--- src/rtl/cpc_rom_bank_ctrl_if.sv ---
// ============================================================================
//  Module      : cpc_rom_bank_ctrl_if
//  Description : Z80/CPC bus and ROM-socket signal bundle for the four-slot
//                upper-ROM expansion board controller.
//                master = CPU/board side, slave = cpc_rom_bank_ctrl.
//  Revision    : 1.0 - initial release
// ============================================================================
`default_nettype none

interface cpc_rom_bank_ctrl_if;
    // Z80 side
    logic       A15;
    logic       A14;
    logic       A13;
    logic [7:0] D;
    logic       IOREQ_B;
    logic       MREQ_B;
    logic       RD_B;
    logic       WR_B;
    logic       ROMEN_B;
    // Board configuration switches
    logic [7:0] dip;
    // ROM socket side
    logic       rom01cs_b;
    logic       rom23cs_b;
    logic       romoe_b;
    logic       roma14;
    logic       skt01p27;
    logic       skt23p27;
    logic       romdis_pre;

    modport master (
        output A15, A14, A13, D, IOREQ_B, MREQ_B, RD_B, WR_B, ROMEN_B, dip,
        input  rom01cs_b, rom23cs_b, romoe_b, roma14, skt01p27, skt23p27,
               romdis_pre
    );

    modport slave (
        input  A15, A14, A13, D, IOREQ_B, MREQ_B, RD_B, WR_B, ROMEN_B, dip,
        output rom01cs_b, rom23cs_b, romoe_b, roma14, skt01p27, skt23p27,
               romdis_pre
    );
endinterface

`default_nettype wire

--- src/rtl/cpc_rom_bank_ctrl.sv ---
// ============================================================================
//  Module      : cpc_rom_bank_ctrl
//  Description : Upper-ROM bank controller for a four-slot board built from
//                two 28C256 devices (two 16K slots each). Latches the ROM
//                select written to I/O &DFxx, decodes C000-FFFF reads onto
//                the right device/half and raises ROMDIS when a slot answers.
//                Optional feature macro CPC_ROM_WRITE_EN adds the EEPROM
//                unlock handshake, WE pulse generator and write-cycle timer.
//  Revision    : 1.0 - initial release
// ============================================================================
`default_nettype none

module cpc_rom_bank_ctrl #(
    parameter int WE_CYCLES  = 2,
    parameter int TWC_CYCLES = 40000
) (
    input wire CLK,
    input wire RESET_B,
    cpc_rom_bank_ctrl_if.slave bus
);

    // ------------------------------------------------------------------
    // I/O write detect: &DFxx is decoded by A13 low alone, as on the CPC.
    // ------------------------------------------------------------------
    logic iow;
    logic iow_s1_q;
    logic iow_s2_q;
    logic iow_prev_q;
    logic capture;
    logic match;

    assign iow = ~bus.IOREQ_B & ~bus.WR_B & ~bus.A13;

    // Two-flop synchroniser for the I/O write strobe plus a history flop for edge detection
    always_ff @(posedge CLK or negedge RESET_B) begin
        if (!RESET_B) begin
            iow_s1_q   <= 1'b0;
            iow_s2_q   <= 1'b0;
            iow_prev_q <= 1'b0;
        end else begin
            iow_s1_q   <= iow;
            iow_s2_q   <= iow_s1_q;
            iow_prev_q <= iow_s2_q;
        end
    end

    // Only the first synced-high cycle captures, so a long strobe latches once.
    assign capture = iow_s2_q & ~iow_prev_q;

    // A slot answers when the written ROM number falls in this board's block
    // of four and that slot's enable switch is on.
    assign match = (bus.D[7:2] == {2'b00, bus.dip[7:4]}) & bus.dip[bus.D[1:0]];

    // ------------------------------------------------------------------
    // Select register
    // ------------------------------------------------------------------
    logic       sel_valid_q;
    logic [1:0] slot_q;

    // Latch the decoded select on each capture; slot keeps the last matching value
    always_ff @(posedge CLK or negedge RESET_B) begin
        if (!RESET_B) begin
            sel_valid_q <= 1'b0;
            slot_q      <= 2'b00;
        end else if (capture) begin
            sel_valid_q <= match;
            if (match) begin
                slot_q <= bus.D[1:0];
            end
        end
    end

    // Read hit: upper 16K, CPC asking for an upper ROM, and one of our slots selected.
    logic hit;
    assign hit = sel_valid_q & bus.A15 & bus.A14 & ~bus.ROMEN_B;

    // High while the WE pulse to the selected device is active.
    logic pulse;

`ifdef CPC_ROM_WRITE_EN
    // ------------------------------------------------------------------
    // Unlock handshake: 0xA5, 0x5A, then a select that arms writing.
    // ------------------------------------------------------------------
    typedef enum logic [1:0] {
        U_IDLE = 2'd0,
        U_A5   = 2'd1,
        U_ARM1 = 2'd2
    } ul_state_t;

    ul_state_t ul_q;
    ul_state_t ul_d;
    logic      wr_armed_q;
    logic      wr_armed_d;

    // Unlock state and arm flag registers
    always_ff @(posedge CLK or negedge RESET_B) begin
        if (!RESET_B) begin
            ul_q       <= U_IDLE;
            wr_armed_q <= 1'b0;
        end else begin
            ul_q       <= ul_d;
            wr_armed_q <= wr_armed_d;
        end
    end

    // Every capture disarms unless it is the select that completes the handshake
    always_comb begin
        ul_d       = ul_q;
        wr_armed_d = wr_armed_q;
        if (capture) begin
            ul_d       = U_IDLE;
            wr_armed_d = 1'b0;
            case (ul_q)
                U_IDLE: begin
                    if (bus.D == 8'hA5) begin
                        ul_d = U_A5;
                    end
                end
                U_A5: begin
                    if (bus.D == 8'h5A) begin
                        ul_d = U_ARM1;
                    end
                end
                U_ARM1: begin
                    wr_armed_d = match;
                end
                default: begin
                    ul_d = U_IDLE;
                end
            endcase
        end
    end

    // ------------------------------------------------------------------
    // Memory write detect
    // ------------------------------------------------------------------
    logic mw;
    logic mw_s1_q;
    logic mw_s2_q;
    logic mw_prev_q;
    logic mw_rise;

    assign mw = ~bus.MREQ_B & ~bus.WR_B;

    // Two-flop synchroniser for the memory write strobe plus edge history
    always_ff @(posedge CLK or negedge RESET_B) begin
        if (!RESET_B) begin
            mw_s1_q   <= 1'b0;
            mw_s2_q   <= 1'b0;
            mw_prev_q <= 1'b0;
        end else begin
            mw_s1_q   <= mw;
            mw_s2_q   <= mw_s1_q;
            mw_prev_q <= mw_s2_q;
        end
    end

    assign mw_rise = mw_s2_q & ~mw_prev_q;

    // ------------------------------------------------------------------
    // Write sequencer: WE pulse, then device write-cycle busy time.
    // ------------------------------------------------------------------
    typedef enum logic [1:0] {
        W_IDLE  = 2'd0,
        W_PULSE = 2'd1,
        W_BUSY  = 2'd2
    } wr_state_t;

    localparam logic [7:0]  c_WE_LOAD  = 8'(WE_CYCLES - 1);
    localparam logic [15:0] c_TWC_LOAD = 16'(TWC_CYCLES - 1);

    wr_state_t   wr_q;
    wr_state_t   wr_d;
    logic [7:0]  we_cnt_q;
    logic [7:0]  we_cnt_d;
    logic [15:0] timer_q;
    logic [15:0] timer_d;

    // Sequencer state, pulse counter and busy timer registers
    always_ff @(posedge CLK or negedge RESET_B) begin
        if (!RESET_B) begin
            wr_q     <= W_IDLE;
            we_cnt_q <= 8'd0;
            timer_q  <= 16'd0;
        end else begin
            wr_q     <= wr_d;
            we_cnt_q <= we_cnt_d;
            timer_q  <= timer_d;
        end
    end

    // Start a pulse on an armed upper-16K write; busy time cannot be cut short
    always_comb begin
        wr_d     = wr_q;
        we_cnt_d = we_cnt_q;
        timer_d  = timer_q;
        case (wr_q)
            W_IDLE: begin
                if (mw_rise & bus.A15 & bus.A14 & wr_armed_q & sel_valid_q) begin
                    wr_d     = W_PULSE;
                    we_cnt_d = c_WE_LOAD;
                end
            end
            W_PULSE: begin
                if (we_cnt_q == 8'd0) begin
                    wr_d    = W_BUSY;
                    timer_d = c_TWC_LOAD;
                end else begin
                    we_cnt_d = we_cnt_q - 8'd1;
                end
            end
            W_BUSY: begin
                if (timer_q == 16'd0) begin
                    wr_d = W_IDLE;
                end else begin
                    timer_d = timer_q - 16'd1;
                end
            end
            default: begin
                wr_d = W_IDLE;
            end
        endcase
    end

    assign pulse = (wr_q == W_PULSE);
`else
    // Read-only build: no write path, captures only touch the select register.
    logic unused_mreq;
    localparam int unused_cfg = WE_CYCLES + TWC_CYCLES;
    assign unused_mreq = bus.MREQ_B;
    assign pulse       = 1'b0;
`endif

    // Socket drive: read decode by default, the write pulse overrides it
    always_comb begin
        bus.romdis_pre = hit;
        bus.roma14     = slot_q[0];
        bus.romoe_b    = ~(hit & ~bus.RD_B);
        bus.rom01cs_b  = ~(hit & ~slot_q[1]);
        bus.rom23cs_b  = ~(hit &  slot_q[1]);
        bus.skt01p27   = 1'b1;
        bus.skt23p27   = 1'b1;
        if (pulse) begin
            bus.romoe_b   = 1'b1;
            bus.rom01cs_b = slot_q[1];
            bus.rom23cs_b = ~slot_q[1];
            bus.skt01p27  = slot_q[1];
            bus.skt23p27  = ~slot_q[1];
        end
    end

endmodule

`default_nettype wire

--- src/flat_wrapper.sv ---
// flat-port wrapper written by rule: the top's interface ports become plain ports
module cpc_rom_bank_ctrl_flat 
#(
    parameter int WE_CYCLES  = 2,
    parameter int TWC_CYCLES = 40000
)
  (CLK, RESET_B, bus_A15, bus_A14, bus_A13, bus_D, bus_IOREQ_B, bus_MREQ_B, bus_RD_B, bus_WR_B, bus_ROMEN_B, bus_dip, bus_rom01cs_b, bus_rom23cs_b, bus_romoe_b, bus_roma14, bus_skt01p27, bus_skt23p27, bus_romdis_pre);
  cpc_rom_bank_ctrl_if bus_i ();
  input wire CLK;
  input wire RESET_B;
  input wire logic [$bits(bus_i.A15)-1:0] bus_A15;
  input wire logic [$bits(bus_i.A14)-1:0] bus_A14;
  input wire logic [$bits(bus_i.A13)-1:0] bus_A13;
  input wire logic [$bits(bus_i.D)-1:0] bus_D;
  input wire logic [$bits(bus_i.IOREQ_B)-1:0] bus_IOREQ_B;
  input wire logic [$bits(bus_i.MREQ_B)-1:0] bus_MREQ_B;
  input wire logic [$bits(bus_i.RD_B)-1:0] bus_RD_B;
  input wire logic [$bits(bus_i.WR_B)-1:0] bus_WR_B;
  input wire logic [$bits(bus_i.ROMEN_B)-1:0] bus_ROMEN_B;
  input wire logic [$bits(bus_i.dip)-1:0] bus_dip;
  output wire logic [$bits(bus_i.rom01cs_b)-1:0] bus_rom01cs_b;
  output wire logic [$bits(bus_i.rom23cs_b)-1:0] bus_rom23cs_b;
  output wire logic [$bits(bus_i.romoe_b)-1:0] bus_romoe_b;
  output wire logic [$bits(bus_i.roma14)-1:0] bus_roma14;
  output wire logic [$bits(bus_i.skt01p27)-1:0] bus_skt01p27;
  output wire logic [$bits(bus_i.skt23p27)-1:0] bus_skt23p27;
  output wire logic [$bits(bus_i.romdis_pre)-1:0] bus_romdis_pre;
  assign bus_i.A15 = bus_A15;
  assign bus_i.A14 = bus_A14;
  assign bus_i.A13 = bus_A13;
  assign bus_i.D = bus_D;
  assign bus_i.IOREQ_B = bus_IOREQ_B;
  assign bus_i.MREQ_B = bus_MREQ_B;
  assign bus_i.RD_B = bus_RD_B;
  assign bus_i.WR_B = bus_WR_B;
  assign bus_i.ROMEN_B = bus_ROMEN_B;
  assign bus_i.dip = bus_dip;
  assign bus_rom01cs_b = bus_i.rom01cs_b;
  assign bus_rom23cs_b = bus_i.rom23cs_b;
  assign bus_romoe_b = bus_i.romoe_b;
  assign bus_roma14 = bus_i.roma14;
  assign bus_skt01p27 = bus_i.skt01p27;
  assign bus_skt23p27 = bus_i.skt23p27;
  assign bus_romdis_pre = bus_i.romdis_pre;
  cpc_rom_bank_ctrl #(.WE_CYCLES(WE_CYCLES), .TWC_CYCLES(TWC_CYCLES)) u_core (.CLK(CLK), .RESET_B(RESET_B), .bus(bus_i));
endmodule
--- config.mk ---
export PLATFORM = sky130hd
export DESIGN_NAME = cpc_rom_bank_ctrl_flat
export DESIGN_NICKNAME = d
export VERILOG_FILES = /design/src/rtl/cpc_rom_bank_ctrl_if.sv /design/src/rtl/cpc_rom_bank_ctrl.sv /design/src/flat_wrapper.sv
export SDC_FILE = /design/constraint.sdc
export NUM_CORES = 1
export LEC_CHECK = 0
export BUFFER_PORTS_ARGS = -buffer_cell sky130_fd_sc_hd__buf_4
export CAP_MARGIN = 15
export CORE_AREA = 2 2 39 41
export DETAILED_ROUTE_END_ITERATION = 8
export DIE_AREA = 0 0 41 43
export GPL_TIMING_DRIVEN = 0
export PLACE_DENSITY = 0.7
export SYNTH_ARGS = -nofsm -noshare
export SYNTH_HDL_FRONTEND = slang
export SYNTH_SLANG_ARGS = --single-unit
--- constraint.sdc ---
create_clock -name CLK -period 1.8 [get_ports CLK]
set_input_delay 0.18 -clock CLK [delete_from_list [all_inputs] [get_ports CLK]]
set_output_delay 0.18 -clock CLK [all_outputs]
set_load 0.01 [all_outputs]
==> flow_metrics.env <==
export IMPL_outcome="finished, final reports clean"
export IMPL_syn_cell_area_um2=325
export IMPL_synth_seq_cells=6
export IMPL_vias=305
export IMPL_end_kind="register"
export IMPL_grt_setup_unrepaired="false"
export IMPL_max_freq_ghz=0.707
export IMPL_clkTransAtPathRegs_ps=40
export IMPL_utilization=0.433
export IMPL_post_synth_top_area_fraction=0.462
export IMPL_tns_ps=0
export IMPL_fin_cells=76
export IMPL_wl_per_cell_um=9.33
export IMPL_coreArea_um2=1380
export IMPL_synth_cell_types=13
export IMPL_reg2reg_slack_ps=380
export IMPL_crit_buf_inv=0
export IMPL_met3_usage=0.0733
export IMPL_portBuffers=29
export IMPL_vias_per_cell=4.01
export IMPL_yosysTopAreaCell="dfrtp_1"
export IMPL_nNetsFinal=88
export IMPL_startpoint_type="register"
export IMPL_hold_path_class="input pin to register"
export IMPL_hold_depth=2
export IMPL_clock_path_buffers=2
export IMPL_die_area_um2=1760
export IMPL_hold_path_endpoint="u_core.iow_s1_q"
export IMPL_start_util=0.235
export IMPL_r2r_start="u_core.iow_prev_q"
export IMPL_syn_inst=26
export IMPL_grt_pass1_vias=289
export IMPL_num_fill_cells=142
export IMPL_drt_initial_drc_count=0
export IMPL_area_growth_pct=84.2
export IMPL_cap_viol_max_count=0
export IMPL_ios=33
export IMPL_die_h_um=43
export IMPL_power_leakage_nw=0.313
export IMPL_yosysSeqAreaShare=0.462
export IMPL_synth_commonest_cells="6 x dfrtp_1, 4 x xor2_1, 3 x nand2b_1"
export IMPL_path_cells="nand2b_1 -> nor4_1 -> and3_4 -> mux2_4"
export IMPL_htreeDepth=1
export IMPL_worst_ir_drop_vdd_v=0.000414
export IMPL_fin_crit_sh=0.786
export IMPL_track_usage=0.0997
export IMPL_post_dp_cell_area_um2=567
export IMPL_grt_pass1_wl_mm=1.17
export IMPL_cts_resized=0
export IMPL_synth_area_per_cell_um2=12.5
export IMPL_synth_main_ff_cell="dfrtp_1"
export IMPL_overflow=0
export IMPL_path_max_fanout=3
export IMPL_grt_max_degree=7
export IMPL_reg2reg_to="u_core.slot_q[0]"
export IMPL_cts_root_buf="clkbuf_4"
export IMPL_grt_antenna_before_repair=0
export IMPL_drt_total_wl_um=709
export IMPL_tritoncts="yes"
export IMPL_drv_slew=0
export IMPL_worstSkewPairLatency_ps=240
export IMPL_synthMostInstantiatedCell="dfrtp_1"
export IMPL_met1_usage=0.121
export IMPL_setup_viol=0
export IMPL_reg2regPathDepth=4
export IMPL_min_delay_start="bus_A13"
export IMPL_p_per_area_nw_per_um2=556
export IMPL_final_area_um2=599
export IMPL_path_class="register to register"
export IMPL_required_ps=1920
export IMPL_worstPathArrival_ps=1540
export IMPL_dp_cells=72
export IMPL_dieWidth_um=41
export IMPL_slowest_stage="dfrtp_1"
export IMPL_drc_errors=0
export IMPL_synth_edf_count=0
export IMPL_cpPeakStageDelay_ps=350
export IMPL_synthArstFlopShare=1.00
export IMPL_rows=14
export IMPL_cts_buffers=3
export IMPL_fin_skew_ps=2.60
export IMPL_n_antenna_cell=0
export IMPL_period_needed_ps=1420
export IMPL_final_hold_violation_count=0
export IMPL_drive_above_1_share=0.650
export IMPL_grtUsageMet2=0.131
export IMPL_busiest_layer="met2"
export IMPL_yosys_warnings=0
export IMPL_cp_top_family="simple AND/OR/NAND/NOR gates"
export IMPL_drtPass1Iterations=1
export IMPL_antenna_left=0
export IMPL_yosys_top_cells_area="dfrtp_1 46%, xor2_1 11%, mux2_4 9.2%, mux4_2 6.9%, nand2b_1 5.8%"
export IMPL_gp_congestion=0.653
export IMPL_cts_sinks=6
==> power breakdown <==
part           internal [mW]  switching (mW)  total [mW]
Combinational         0.0499          0.0192      0.0690
Clock                 0.0753          0.0468       0.122
Sequential             0.140         0.00207       0.142
==> how the worst max path moves through the flow <==
| stage | slack, ps | start | endpoint | cells past startpoint |
|---|---|---|---|---|
| after global placement | 380 | u_core.iow_prev_q | u_core.slot_q[0] | 4 |
| final | 380 | u_core.iow_prev_q | u_core.slot_q[0] | 4 |
| after floorplan | 470 | u_core.iow_prev_q | u_core.slot_q[0] | 4 |
| after CTS | 370 | u_core.iow_prev_q | u_core.slot_q[1] | 4 |
| after global routing | 270 | u_core.iow_prev_q | u_core.slot_q[1] | 4 |
| after detailed placement | 380 | u_core.iow_prev_q | u_core.slot_q[1] | 4 |
==> area by class of cell <==
| class | count | area, µm² | area share |
|---|---|---|---|
| tap | 16 | 20.0 | 0.0334 |
| clock buffer | 3 | 22.5 | 0.0376 |
| timing repair buffer | 30 | 228 | 0.380 |
| multi-input combinational | 19 | 164 | 0.273 |
| sequential | 6 | 150 | 0.251 |
| buffer | 2 | 15.0 | 0.0251 |
==> cells by family (layout without fill, tap and decap cells) <==
logic type,count (synthesis),after routing,synth area share
simple gates,9,9,0.185
flops,6,6,0.462
xor+xnor,4,4,0.108
mux,3,3,0.162
buf+inv,2,35,0.0461
other cells,1,2,0.0115
compound gates,1,1,0.0269
==> flip-flops by register name, indices dropped and copies added (netlist names) <==
signal              flops
u_core.iow_s2_q         1
u_core.sel_valid_q      1
u_core.slot_q           2
u_core.iow_s1_q         1
u_core.iow_prev_q       1
==> per-stage QoR <==
stage	worst slack [ps]	hold slack, ps	power [mW]
after floorplan	471	-116	0.165
after global placement	377	-11.8	0.211
after detailed placement	380	-10.7	0.213
after CTS	373	75.0	0.341
after global routing	270	78.3	0.356
final	385	82.2	0.333
==> repair_timing <==
action,in CTS,in global routing
hold buffers,1,0
endpoints found under the hold margin,6,0
buffers inserted,0,0
==> routing by layer <==
metal	wire length, µm	share of wire	up-vias
met5	0	0	-
met1	268	0.38	129
met3	117	0.17	0
met2	323	0.46	22
li1	-	-	154
met4	0	0	0
==> cells in the final DEF (no fill, tap or decap) <==
cell type | synthesis | final
a21o_2 | 1 | 1
and3_4 | 1 | 1
and4b_1 | 1 | 1
buf_4 | 2 | 31
clkbuf_4 | 0 | 3
conb_1 | 1 | 2
dfrtp_1 | 6 | 6
dlygate4sd3_1 | 0 | 1
mux2_4 | 2 | 2
mux4_2 | 1 | 1
nand2_1 | 1 | 1
nand2b_1 | 3 | 3
nor3_1 | 2 | 2
nor4_1 | 1 | 1
xor2_1 | 4 | 4
Note: power is estimated with default switching activity, not from simulation.
